$ cat src/rtl/multicycle_controller.sv
// Multicycle RV32I sequencer: walks each instruction through fetch, decode,
// execute, memory and writeback. It drives the datapath enables and mux
// selects, and waits on the shared memory port's ready handshake.
//
// state        | meaning
// -------------+-------------------------------------------------------
// st_fetch     | read instruction at PC, PC <= PC+4 and IR load on ready
// st_decode    | ALUOut <= OldPC+imm (branch/JAL target), pick class
// st_memadr    | ALUOut <= A+imm (load/store effective address)
// st_memread   | load access at ALUOut, wait for ready
// st_memwb     | write loaded Data to rd
// st_memwrite  | store access at ALUOut, retire on ready
// st_execr     | ALUOut <= A op rs2
// st_execi     | ALUOut <= A op imm
// st_lui       | ALUOut <= 0 + imm
// st_aluwb     | write ALUOut to rd
// st_jal       | PC <= ALUOut (target), ALUOut <= OldPC+4
// st_jalr      | PC <= A+imm straight from the ALU
// st_jlink     | rd <= OldPC+4 straight from the ALU
// st_branch    | compare rs1/rs2, PC <= ALUOut when taken
// st_trap      | unsupported instruction, parked until reset

// ALU operation select from ALUOp and the instruction function fields.
module alu_decoder (
    input  logic       op5,
    input  logic [2:0] funct3,
    input  logic       funct7b5,
    input  logic [1:0] alu_op,
    output logic [3:0] alu_control
);
    // 0000 add, 0001 sub, 0010 and, 0011 or, 0100 xor, 0101 slt,
    // 0110 sltu, 0111 sll, 1000 srl, 1001 sra
    always_comb begin
        alu_control = 4'b0000;
        case (alu_op)
            2'b00: alu_control = 4'b0000;
            2'b01: alu_control = 4'b0001;
            default: begin
                case (funct3)
                    // addi never subtracts; only R-type add/sub looks at bit 30
                    3'b000: alu_control = (op5 && funct7b5) ? 4'b0001 : 4'b0000;
                    3'b001: alu_control = 4'b0111;
                    3'b010: alu_control = 4'b0101;
                    3'b011: alu_control = 4'b0110;
                    3'b100: alu_control = 4'b0100;
                    // bit 30 picks sra/srai for both R and I forms
                    3'b101: alu_control = funct7b5 ? 4'b1001 : 4'b1000;
                    3'b110: alu_control = 4'b0011;
                    default: alu_control = 4'b0010;
                endcase
            end
        endcase
    end
endmodule

module multicycle_controller (
    input  logic       clk,
    input  logic       reset,
    input  logic [6:0] op,
    input  logic [2:0] funct3,
    input  logic       funct7b5,
    input  logic       Zero,
    input  logic       ALUR31,
    input  logic       mem_ready,
    output logic       mem_req,
    output logic       MemWrite,
    output logic       AdrSrc,
    output logic       IRWrite,
    output logic       PCWrite,
    output logic       RegWrite,
    output logic [1:0] ALUSrcA,
    output logic [1:0] ALUSrcB,
    output logic [1:0] ResultSrc,
    output logic [2:0] ImmSrc,
    output logic [3:0] ALUControl,
    output logic       instret,
    output logic       illegal
);
    typedef enum logic [3:0] {
        st_fetch, st_decode, st_memadr, st_memread, st_memwb, st_memwrite,
        st_execr, st_execi, st_lui, st_aluwb, st_jal, st_jalr, st_jlink,
        st_branch, st_trap
    } state_t;

    state_t     state, state_nx;
    logic [1:0] alu_op;
    logic       take;
    logic       br_legal;

    alu_decoder u_alu_dec (
        .op5        (op[5]),
        .funct3     (funct3),
        .funct7b5   (funct7b5),
        .alu_op     (alu_op),
        .alu_control(ALUControl)
    );

    // State register; reset abandons any in-flight access and restarts fetch.
    always_ff @(posedge clk or negedge reset) begin
        if (!reset) state <= st_fetch;
        else        state <= state_nx;
    end

    // Immediate format follows the opcode in every state.
    always_comb begin
        case (op)
            7'b0000011, 7'b0010011, 7'b1100111: ImmSrc = 3'b000;
            7'b0100011: ImmSrc = 3'b001;
            7'b1100011: ImmSrc = 3'b010;
            7'b1101111: ImmSrc = 3'b011;
            7'b0110111: ImmSrc = 3'b100;
            default:    ImmSrc = 3'b000;
        endcase
    end

    // Branch condition from the ALU flags; funct3 010/011 are not branches.
    always_comb begin
        br_legal = (funct3[2:1] != 2'b01);
        case (funct3)
            3'b000:         take = Zero;
            3'b001:         take = !Zero;
            3'b100, 3'b110: take = ALUR31;
            3'b101, 3'b111: take = !ALUR31;
            default:        take = 1'b0;
        endcase
    end

    // Per-state control decode and next-state selection.
    always_comb begin
        state_nx  = state;
        mem_req   = 1'b0;
        MemWrite  = 1'b0;
        AdrSrc    = 1'b0;
        IRWrite   = 1'b0;
        PCWrite   = 1'b0;
        RegWrite  = 1'b0;
        ALUSrcA   = 2'b00;
        ALUSrcB   = 2'b00;
        ResultSrc = 2'b00;
        alu_op    = 2'b00;
        instret   = 1'b0;
        illegal   = 1'b0;
        case (state)
            st_fetch: begin
                mem_req   = 1'b1;
                ALUSrcB   = 2'b10;
                ResultSrc = 2'b10;
                if (mem_ready) begin
                    IRWrite  = 1'b1;
                    PCWrite  = 1'b1;
                    state_nx = st_decode;
                end
            end
            st_decode: begin
                ALUSrcA = 2'b01;
                ALUSrcB = 2'b01;
                case (op)
                    7'b0000011, 7'b0100011: state_nx = st_memadr;
                    7'b0110011: state_nx = st_execr;
                    7'b0010011: state_nx = st_execi;
                    7'b1100011: state_nx = st_branch;
                    7'b1101111: state_nx = st_jal;
                    7'b1100111: state_nx = st_jalr;
                    7'b0110111: state_nx = st_lui;
                    default:    state_nx = st_trap;
                endcase
            end
            st_memadr: begin
                ALUSrcA  = 2'b10;
                ALUSrcB  = 2'b01;
                state_nx = op[5] ? st_memwrite : st_memread;
            end
            st_memread: begin
                mem_req = 1'b1;
                AdrSrc  = 1'b1;
                if (mem_ready) state_nx = st_memwb;
            end
            st_memwb: begin
                ResultSrc = 2'b01;
                RegWrite  = 1'b1;
                instret   = 1'b1;
                state_nx  = st_fetch;
            end
            st_memwrite: begin
                mem_req  = 1'b1;
                AdrSrc   = 1'b1;
                MemWrite = 1'b1;
                if (mem_ready) begin
                    instret  = 1'b1;
                    state_nx = st_fetch;
                end
            end
            st_execr: begin
                ALUSrcA  = 2'b10;
                alu_op   = 2'b10;
                state_nx = st_aluwb;
            end
            st_execi: begin
                ALUSrcA  = 2'b10;
                ALUSrcB  = 2'b01;
                alu_op   = 2'b10;
                state_nx = st_aluwb;
            end
            st_lui: begin
                ALUSrcA  = 2'b11;
                ALUSrcB  = 2'b01;
                state_nx = st_aluwb;
            end
            st_aluwb: begin
                RegWrite = 1'b1;
                instret  = 1'b1;
                state_nx = st_fetch;
            end
            st_jal: begin
                ALUSrcA  = 2'b01;
                ALUSrcB  = 2'b10;
                PCWrite  = 1'b1;
                state_nx = st_aluwb;
            end
            st_jalr: begin
                ALUSrcA   = 2'b10;
                ALUSrcB   = 2'b01;
                ResultSrc = 2'b10;
                PCWrite   = 1'b1;
                state_nx  = st_jlink;
            end
            st_jlink: begin
                ALUSrcA   = 2'b01;
                ALUSrcB   = 2'b10;
                ResultSrc = 2'b10;
                RegWrite  = 1'b1;
                instret   = 1'b1;
                state_nx  = st_fetch;
            end
            st_branch: begin
                ALUSrcA = 2'b10;
                alu_op  = 2'b01;
                if (br_legal) begin
                    PCWrite  = take;
                    instret  = 1'b1;
                    state_nx = st_fetch;
                end else begin
                    state_nx = st_trap;
                end
            end
            st_trap: illegal = 1'b1;
            default: state_nx = st_fetch;
        endcase
    end
endmodule

$ cat config.mk
export PLATFORM = sky130hd
export DESIGN_NAME = multicycle_controller
export DESIGN_NICKNAME = d
export VERILOG_FILES = /design/src/rtl/multicycle_controller.sv
export SDC_FILE = /design/constraint.sdc
export NUM_CORES = 1
export LEC_CHECK = 0
export ABC_AREA = 1
export BUFFER_PORTS_ARGS = -buffer_cell sky130_fd_sc_hd__buf_2
export CELL_PAD_IN_SITES_DETAIL_PLACEMENT = 1
export CELL_PAD_IN_SITES_GLOBAL_PLACEMENT = 1
export CORE_ASPECT_RATIO = 0.9
export CORE_UTILIZATION = 25
export CTS_BUF_LIST = sky130_fd_sc_hd__clkbuf_16
export CTS_CLUSTER_DIAMETER = 150
export DETAILED_ROUTE_END_ITERATION = 8
export PLACE_DENSITY = 0.73
export SLEW_MARGIN = 20
export SYNTH_ARGS = -nofsm -noshare
export SYNTH_HDL_FRONTEND = slang
export SYNTH_SLANG_ARGS = --single-unit
$ cat constraint.sdc
create_clock -name clk -period 1.4 [get_ports clk]
set_clock_uncertainty 0.1 [all_clocks]
set_input_delay 0.14 -clock clk [delete_from_list [all_inputs] [get_ports clk]]
set_output_delay 0.14 -clock clk [all_outputs]
set_load 0.02 [all_outputs]
==> key figures, run 1 <==
Run status
  – Outcome: complete, but fails checks
  – Violated checks: setup timing

Setup path
  – CP cell instances: nand2_2 > nor2_4 > buf_4 > nand2_1 > nand4_1 > buf_2
  – Setup slack, reg-to-reg: -0.21 ns
  – Crit-path slowest cell: dfrtp_2
  – Setup Crit Path Kind: reg -> out
  – Crit path max-delay family: flip-flops
  – CP startpoint: state[2]
  – Crit path capture type: output port
  – Path depth of the worst reg2reg path: 8
  – Reg2reg end: state[1]
  – CP required: 1.16 ns
  – Arrival @ worst endpoint: 1.47 ns
  – Bufs and invs on worst path: 2
  – CP Launch Type: flop
  – WP depth: 6
  – CP peak stage delay: 0.47 ns
  – Worst Path Max Fanout: 6
  – RR Startpoint: state[3]

Final layout
  – Layout Nets: 224
  – Layout cell share with drive strength beyond 1: 63.1%
  – Max reg flops: 4
  – Antenna cells: 0
  – Area grow syn2layout: 118%
  – Top reg by flops: state
  – Largest registers: state (4)
  – Design Area, Final: 1590 sq um

Die
  – Io pins: 37
  – Starting Density: 26.4%
  – Die width: 59.0 microns
  – Row cnt: 18
  – Placeable Area: 2770 sq um
  – Die Area: 3140 sq um
  – Die Height: 53.3 microns

Timing
  – Max Clk Rate: 585 MHz
  – Final setup vio count: 22
  – Final period utilization: 122%
  – Worst-Margin Slew: 0.367 ns
  – Fin. Hold Viols: 0
  – Fin. max-slew vios: 0
  – Minimum period implied by the final worst setup slack: 1.71 ns
  – PnR worst setup slack: -0.310 ns
  – Normalized max-slew margin: 75.4%
  – Unrepaired setup endpoints after global routing: yes
  – Setup TNS: -4.44 ns

Power
  – Static Leak: 0.000843 uW
  – Internal power: 1860 uW
  – Power share of the clock group: 12.4%
  – Combinational share of power: 78.5%
  – Maximum VDD drop: 1660 uV
  – Psw: 1730 uW
  – Seq pwr share: 9.0%
  – Switching Share: 48.1%
  – Power Density: 2250 nW/um^2

Drt
  – Vias: 1,181
  – # DRC: 0
  – First-pass DRT Iterations: 4
  – DR WL/cell: 17.0 microns
  – WL final: 4170 microns
  – Antenna-violating nets left: 0
  – Vias per inst: 4.80
  – 1st-iter DRT viols: 13

Synth
  – Syn_nets: 150
  – Synth Cell Area: 731 sq um
  – Yosys warnings: 0
  – Post-Syn Instances: 134
  – Mean post-synth cell area: 5.45 sq um
  – Seq/Total Area, Yosys: 13.7%
  – Synth unique cells: 27
  – Synth Register Bits: 4

Global routing
  – Initial antenna violation count: 0
  – Vias in the first global route: 1,099
  – First-pass GRT wire length: 5130 microns
  – Grt ovf: 0
  – Largest net degree at the start of global routing: 7
  – Total track usage: 22.1%

Clock network
  – CTS clk-pin slew, worst paths: 0.03 ns
  – Root Driver: clkbuf_16
  – Sink Count: 4
  – H-Tree Depth: 1
  – Num CTS Buffers: 3
  – Clk_lat worst skew: 0.22 ns
  – Maximum clock path buffer count: 2
  – CTS tree: built

Run
  – Max-Cap Viols: 0

Placed design
  – Dpl hpwl: 2360 microns
  – Place WS: -0.126 ns
  – DP Area: 1120 sq um
  – PortBufs: 36
  – Gp weighted congestion: 0.837

Min path
  – Hold Path Class: in -> async
## per-stage QoR
step	power [uW]	instances	utilization, %	hold WS [ns]
after detailed placement	1900	230	40.4	-0.148
after global routing	3770	246	57.5	0.158
final	3590	246	57.5	0.157
after floorplan	1260	134	-	-0.256
after CTS	2820	238	49.6	0.147
after global placement	1850	230	40.4	-0.153
## cell usage after synthesis, drive strengths merged
cell	n	area share, %
dfrtp	4	14
o21a	2	2.1
a211oi	1	1.0
nand2	43	23
or2	1	0.86
o311ai	1	1.2
a22oi	1	1.0
nand3b	1	1.0
o21ai	10	7.4
nand3	7	5.5
o2111ai	2	3.3
clkinv	1	0.51
nor2	21	14
a21oi	5	3.9
inv	26	13
nor3	4	3.4
o21bai	1	1.5
nand4	3	2.6
## kinds of logic (layout without fill, tap and decap cells)
kind of cell	count (synthesis)	in the layout	synth area share [%]
compound gates	23	23	21.4
flops	4	4	13.7
buf+inv	27	99	13.9
simple gates	80	80	51.0
## area by class of cell
cell class | instances | area [sq um]
Fill cell | 365 | 1180
Multi-Input combinational cell | 103 | 688
Timing Repair Buffer | 69 | 564
Inverter | 27 | 111
Sequential cell | 4 | 105
Clock buffer | 3 | 75.1
Tap cell | 40 | 50.0
## routing by layer
layer / global-route usage (%) / up-vias / wire, microns
met2: 41.7 / 33 / 2260
met3: 1.71 / 14 / 125
met1: 26.3 / 559 / 1660
met4: 7.14 / 0 / 124
li1: - / 575 / -
met5: 0 / - / 0
## power by group through the flow
stage | clock (uW) | sequential [uW] | combinational, uW
finish | 447 | 325 | 2820
global route | 460 | 331 | 2980
CTS | 458 | 292 | 2070
detailed placement | 0 | 271 | 1630
global placement | 0 | 261 | 1580
floorplan | 0 | 249 | 1010
## layout by cell type (no fill, tap or decap), types with 3 or more instances in the layout
| cell type | netlist | final |
|---|---|---|
| buf_2 | 0 | 19 |
| buf_4 | 0 | 27 |
| buf_6 | 0 | 21 |
| clkbuf_16 | 0 | 3 |
| dfrtp_2 | 0 | 4 |
| inv_1 | 16 | 12 |
| inv_2 | 10 | 11 |
| inv_4 | 0 | 4 |
| nand2_1 | 39 | 31 |
| nand2_2 | 4 | 8 |
| nand2_4 | 0 | 4 |
| nand3_1 | 6 | 4 |
| nand4_1 | 3 | 3 |
| nor2_1 | 13 | 8 |
| nor2_2 | 7 | 4 |
| nor2_4 | 1 | 9 |
| o21ai_0 | 9 | 5 |
| o21ai_2 | 1 | 3 |
## worst max-delay path by stage
stage / slack [ns] / endpoint
after floorplan: -0.13 / PCWrite
after global placement: -0.06 / PCWrite
after detailed placement: -0.13 / PCWrite
after CTS: -0.24 / ALUControl[0]
after global routing: -0.38 / PCWrite
final: -0.31 / PCWrite
## what timing repair did
item	CTS	global route
buffers inserted	4	8
hold endpoints to repair	4	0
gates resized for setup	48	42
pin swaps	7	10
hold buffers	1	0
endpoints found under the setup margin	21	22
Power figures use the tool's default switching activity.
==> run 2, diff against run 1 <==
--- a/config.mk
+++ b/config.mk
@@ -14,7 +14,7 @@
 export CTS_BUF_LIST = sky130_fd_sc_hd__clkbuf_16
 export CTS_CLUSTER_DIAMETER = 150
 export DETAILED_ROUTE_END_ITERATION = 8
-export PLACE_DENSITY = 0.73
+export PLACE_DENSITY_LB_ADDON = 0.08
 export SLEW_MARGIN = 20
 export SYNTH_ARGS = -nofsm -noshare
 export SYNTH_HDL_FRONTEND = slang
==> run 2 against run 1 <==
Net effect:
- the flow still finishes with violations (setup timing)
- routed wire length shrank 17%
- combinational power shrank 12%
- utilization shrank 2.0 points
- hold slack lost 0.0048 ns
- non-clock buffer count shrank 5
- clock-buffer cell count is the same
- sequential share of layout area grew 0.24 points
==> key figures, run 2 (synthesis gave the netlist of run 1 again) <==
Timing
  – Minimum period implied by the final worst setup slack: 1.68 ns
  – Final period utilization: 120%
  – Fin. max-slew vios: 0
  – Normalized max-slew margin: 78.8%
  – Worst-Margin Slew: 0.316 ns
  – Fin. Hold Viols: 0
  – Max Clk Rate: 594 MHz
  – Final setup vio count: 22
  – PnR worst setup slack: -0.285 ns
  – Setup TNS: -4.38 ns
  – Unrepaired setup endpoints after global routing: yes

Final layout
  – Commonest non-fill, non-tap cells in the layout: nand2_1 (33), buf_6 (23), buf_4 (21)
  – Storage cell area: 105 sq um
  – Filler cells: 366
  – Top reg by flops: state
  – Commonest non-fill, non-tap cell in the layout: nand2_1
  – Largest registers: state (4)
  – Final Non-Filler Cells: 241
  – Footprint of the multi-input gates: 678 sq um
  – Layout Nets: 219
  – Design Area, Final: 1540 sq um
  – Area grow syn2layout: 110%
  – Max reg flops: 4
  – Antenna cells: 0
  – Util after Layout: 55.5%
  – Layout cell share with drive strength beyond 1: 59.7%

Setup path
  – Path depth of the worst reg2reg path: 8
  – CP Launch Type: flop
  – CP required: 1.16 ns
  – Arrival @ worst endpoint: 1.44 ns
  – Crit path capture type: output port
  – Worst Path Max Fanout: 6
  – Setup Crit Path Kind: reg -> out

Clock network
  – Num CTS Buffers: 3
  – CTS tree: built
  – Clk_lat worst skew: 0.22 ns
  – H-Tree Depth: 1
  – Root Driver: clkbuf_16
  – Maximum clock path buffer count: 2
  – CTS clk-pin slew, worst paths: 0.03 ns
  – Sink Count: 4

Drt
  – 1st-iter DRT viols: 35
  – Metal-1 WL: 1340 microns
  – # DRC: 0
  – WL final: 3450 microns
  – Antenna-violating nets left: 0
  – First-pass DRT Iterations: 4
  – Vias: 1,109
  – Top sig layer: met4
  – DR WL/cell: 14.3 microns
  – Met3 routed WL: 108 microns
  – Met2 wire len: 2000 microns
  – Vias per inst: 4.60

Global routing
  – Largest net degree at the start of global routing: 8
  – Vias in the first global route: 1,128
  – First-pass GRT wire length: 5060 microns
  – Total track usage: 21.7%
  – Initial antenna violation count: 0
  – Grt ovf: 0

Die
  – Die Height: 53.3 microns
  – Io pins: 37
  – Placeable Area: 2770 sq um
  – Die Area: 3140 sq um
  – Starting Density: 26.4%
  – Die width: 59.0 microns
  – Row cnt: 18

Placed design
  – Gp weighted congestion: 0.795
  – Dpl hpwl: 2330 microns
  – Cells after DPL: 229
  – DP Area: 1110 sq um
  – PortBufs: 36

Power
  – Power share of the clock group: 13.9%
  – Switching Share: 48.3%
  – Power Density: 2110 nW/um^2
  – Seq pwr share: 9.5%
  – Static Leak: 0.000812 uW
  – Combinational share of power: 76.6%
  – Psw: 1560 uW
  – Internal power: 1680 uW
  – Maximum VDD drop: 1250 uV

Run status
  – Outcome: complete, but fails checks
  – Violated checks: setup timing

Run
  – Max-Cap Viols: 0

Min path
  – Hold Path Class: in -> async
## run 2: cell types whose count changed in the layout (fill, tap and decap cells not counted), sizes merged
cell | before | now
inv | 27 | 26
clkinv | 0 | 1
buf | 68 | 63
## run 2: repair_timing
action | CTS | global route
setup endpoints to repair | 22 | 23
hold buffers | 1 | 0
setup buffers | 7 | 1
hold endpoints to repair | 4 | 0
resized for setup | 59 | 26
pin swaps | 10 | 10
## run 2: power groups by stage
stage / registers [uW] / logic, uW / clock network (uW)
floorplan: 249 / 1010 / 0
global placement: 262 / 1600 / 0
detailed placement: 267 / 1620 / 0
CTS: 290 / 2220 / 451
global route: 316 / 2660 / 460
finish: 307 / 2480 / 450
## run 2: worst paths after layout
check	startpoint	to	slack [ns]
min reg2reg	state[1]	state[1]	0.50
max	state[2]	PCWrite	-0.28
min	reset	state[3]	0.15
min in group clk	op[5]	state[1]	0.16
max in group asynchronous	reset	state[1]	0.92
max reg2reg	state[2]	state[1]	-0.15
## run 2: stage by stage
stage / hold WS, ns / total power (uW) / setup WS, ns
floorplan: -0.256 / 1260 / -0.134
global placement: -0.155 / 1870 / -0.125
detailed placement: -0.152 / 1890 / -0.116
CTS: 0.156 / 2970 / -0.256
global route: 0.158 / 3440 / -0.336
finish: 0.152 / 3240 / -0.285
## run 2: cell type report
cell class                      instances  area share [%]
Clock buffer                            3            4.88
Inverter                               27            7.00
Multi-Input combinational cell        103            44.1
Sequential cell                         4            6.83
Tap cell                               40            3.25
Timing Repair Buffer                   64            33.9
## run 2: critical path, cell delays in order, from the launching register on
cell	delay [ns]
dfrtp_2	0.47
nor2_4	0.23
nand2_2	0.11
nor2_4	0.12
inv_2	0.05
nand4_1	0.11
buf_6	0.14
## run 2: layer usage
metal,global-route usage [%],up-vias
li1,-,563
met1,24.2,511
met2,45.3,33
met3,0.978,2
met4,3.57,0
met5,0,-
==> run 3, diff against run 2 <==
--- a/config.mk
+++ b/config.mk
@@ -7,6 +7,7 @@
 export LEC_CHECK = 0
 export ABC_AREA = 1
 export BUFFER_PORTS_ARGS = -buffer_cell sky130_fd_sc_hd__buf_2
+export CAP_MARGIN = 20
 export CELL_PAD_IN_SITES_DETAIL_PLACEMENT = 1
 export CELL_PAD_IN_SITES_GLOBAL_PLACEMENT = 1
 export CORE_ASPECT_RATIO = 0.9
@@ -15,6 +16,7 @@
 export CTS_CLUSTER_DIAMETER = 150
 export DETAILED_ROUTE_END_ITERATION = 8
 export PLACE_DENSITY_LB_ADDON = 0.08
+export SETUP_SLACK_MARGIN = 0.05
 export SLEW_MARGIN = 20
 export SYNTH_ARGS = -nofsm -noshare
 export SYNTH_HDL_FRONTEND = slang
==> run 3 against run 2 <==
Net effect:
- the run still ends with setup timing left
- combinational power rose by 19%
- fmax fell by 6.8%
- hold slack got worse by 0.014 ns
- first-iteration DRC count fell by 2.9%
- critical endpoint is now ALUSrcA[0]
- largest power group unchanged
- highest routed layer unchanged
==> key figures, run 3 (synthesis gave the netlist of run 1 again) <==
Clock network
  – Root Driver: clkbuf_16
  – Sink Count: 4
  – Num CTS Buffers: 3
  – H-Tree Depth: 1
  – CTS clk-pin slew, worst paths: 0.04 ns
  – CTS tree: built
  – Clk_lat worst skew: 0.23 ns
  – Maximum clock path buffer count: 2

Placed design
  – PortBufs: 36
  – Dpl hpwl: 2510 microns
  – DP Area: 1170 sq um
  – Gp weighted congestion: 0.924

Die
  – Placeable Area: 2770 sq um
  – Row cnt: 18
  – Io pins: 37
  – Starting Density: 26.4%
  – Die Height: 53.3 microns
  – Die width: 59.0 microns
  – Die Area: 3140 sq um

Drt
  – Antenna-violating nets left: 0
  – # DRC: 0
  – 1st-iter DRT viols: 34
  – WL final: 4660 microns
  – DR WL/cell: 18.6 microns
  – Vias: 1,283
  – First-pass DRT Iterations: 4
  – Vias per inst: 5.11

Final layout
  – Filler cells: 362
  – Top reg by flops: state
  – Commonest non-fill, non-tap cells in the layout: nand2_1 (31), buf_4 (28), buf_6 (26)
  – Largest registers: state (4)
  – Commonest non-fill, non-tap cell in the layout: nand2_1
  – Antenna cells: 0
  – Max reg flops: 4
  – Layout cell share with drive strength beyond 1: 63.5%
  – Layout Nets: 228
  – Util after Layout: 60.2%
  – Design Area, Final: 1670 sq um
  – Area grow syn2layout: 128%

Global routing
  – Grt ovf: 0
  – Initial antenna violation count: 0
  – Vias in the first global route: 1,163
  – Largest net degree at the start of global routing: 8
  – Total track usage: 23.1%
  – First-pass GRT wire length: 5360 microns

Timing
  – Max Clk Rate: 553 MHz
  – Final period utilization: 129%
  – Fin. max-slew vios: 0
  – PnR worst setup slack: -0.407 ns
  – Worst hold slack: 0.138 ns
  – Unrepaired setup endpoints after global routing: yes
  – Final setup vio count: 22
  – Normalized max-slew margin: 76.2%
  – Fin. Hold Viols: 0
  – Setup TNS: -5.68 ns
  – Minimum period implied by the final worst setup slack: 1.81 ns
  – Worst-Margin Slew: 0.353 ns

Run
  – Max-Cap Viols: 0

Power
  – Internal power: 1910 uW
  – Psw: 1880 uW
  – Power Density: 2270 nW/um^2
  – Seq pwr share: 9.1%
  – Power share of the clock group: 12.6%
  – Switching Share: 49.7%
  – Static Leak: 0.000874 uW
  – Combinational share of power: 78.3%
  – Maximum VDD drop: 1070 uV

Setup path
  – CP cell instances: nor2_4 > buf_6 > inv_2 > nor2_1 > nand3b_1 > buf_6
  – Bufs and invs on worst path: 3
  – CP peak stage delay: 0.51 ns
  – CP dominant cell by count: buf_6
  – CP required: 1.16 ns
  – Worst Path Max Fanout: 6
  – Setup Crit Path Kind: reg -> out
  – Crit path capture type: output port
  – CP Launch Type: flop
  – Setup slack, reg-to-reg: -0.26 ns
  – Arrival @ worst endpoint: 1.57 ns
  – Crit-path slowest cell: dfrtp_2
  – Crit path max-delay family: flip-flops

Min path
  – Hold Path Class: in -> async

Run status
  – Violated checks: setup timing
  – Outcome: complete, but fails checks
run 3: final timing paths:
kind	end	cells after the start	startpoint
worst min-delay path	state[3]	2	reset
worst min register to register	state[2]	3	state[2]
worst max-delay path	ALUSrcA[0]	6	state[0]
min in group clk	state[1]	2	op[5]
max in group asynchronous	state[0]	2	reset
worst max register to register	state[2]	10	state[1]
run 3: worst reg2reg max path, cell delays in order (launching register included):
cell and delay, ns:
dfrtp_2 0.46, inv_4 0.13, nand2_8 0.08, buf_6 0.13, nor2_4 0.13, buf_4 0.14, buf_4 0.13, nand2_1 0.08
nand2_1 0.06, nand2_1 0.05, nand2_1 0.08
run 3: stage by stage:
stage               cells  power, uW  worst slack, ns
floorplan             134       1320          -0.0263
global placement      232       2000          -0.0804
detailed placement    232       2040           -0.101
CTS                   243       2980           -0.252
global route          251       3940           -0.447
finish                251       3780           -0.407
run 3: timing repair:
action                                  4_1_cts  5_1_grt
endpoints found under the hold margin         4        0
buffers inserted                              6        8
pin swaps                                     9       10
gates resized for setup                      46       47
hold buffers                                  1        0
endpoints found under the setup margin       22       23
run 3: power by group through the flow:
stage | Clock [uW] | Sequential (uW) | Combinational [uW]
2_1_floorplan | 0 | 270 | 1050
3_3_place_gp | 0 | 268 | 1730
3_5_place_dp | 0 | 274 | 1760
4_1_cts | 460 | 295 | 2230
5_1_grt | 494 | 355 | 3090
6_report | 475 | 345 | 2960
run 3: per-layer routing:
metal	up-vias	global-route usage (%)	routed length, microns
met5	-	0	0
met4	0	7.94	145
met3	15	3.42	198
met2	48	45.5	2540
met1	634	24.9	1780
li1	586	-	-
run 3: cell type report:
cell class,count,area [sq um],area share [%]
Clock buffer,3,75.1,4.50
Clock inverter,1,3.75,0.225
Inverter,27,116,6.98
Multi-Input combinational cell,103,714,42.8
Sequential cell,4,105,6.30
Tap cell,40,50.0,3.00
Timing Repair Buffer,73,603,36.2
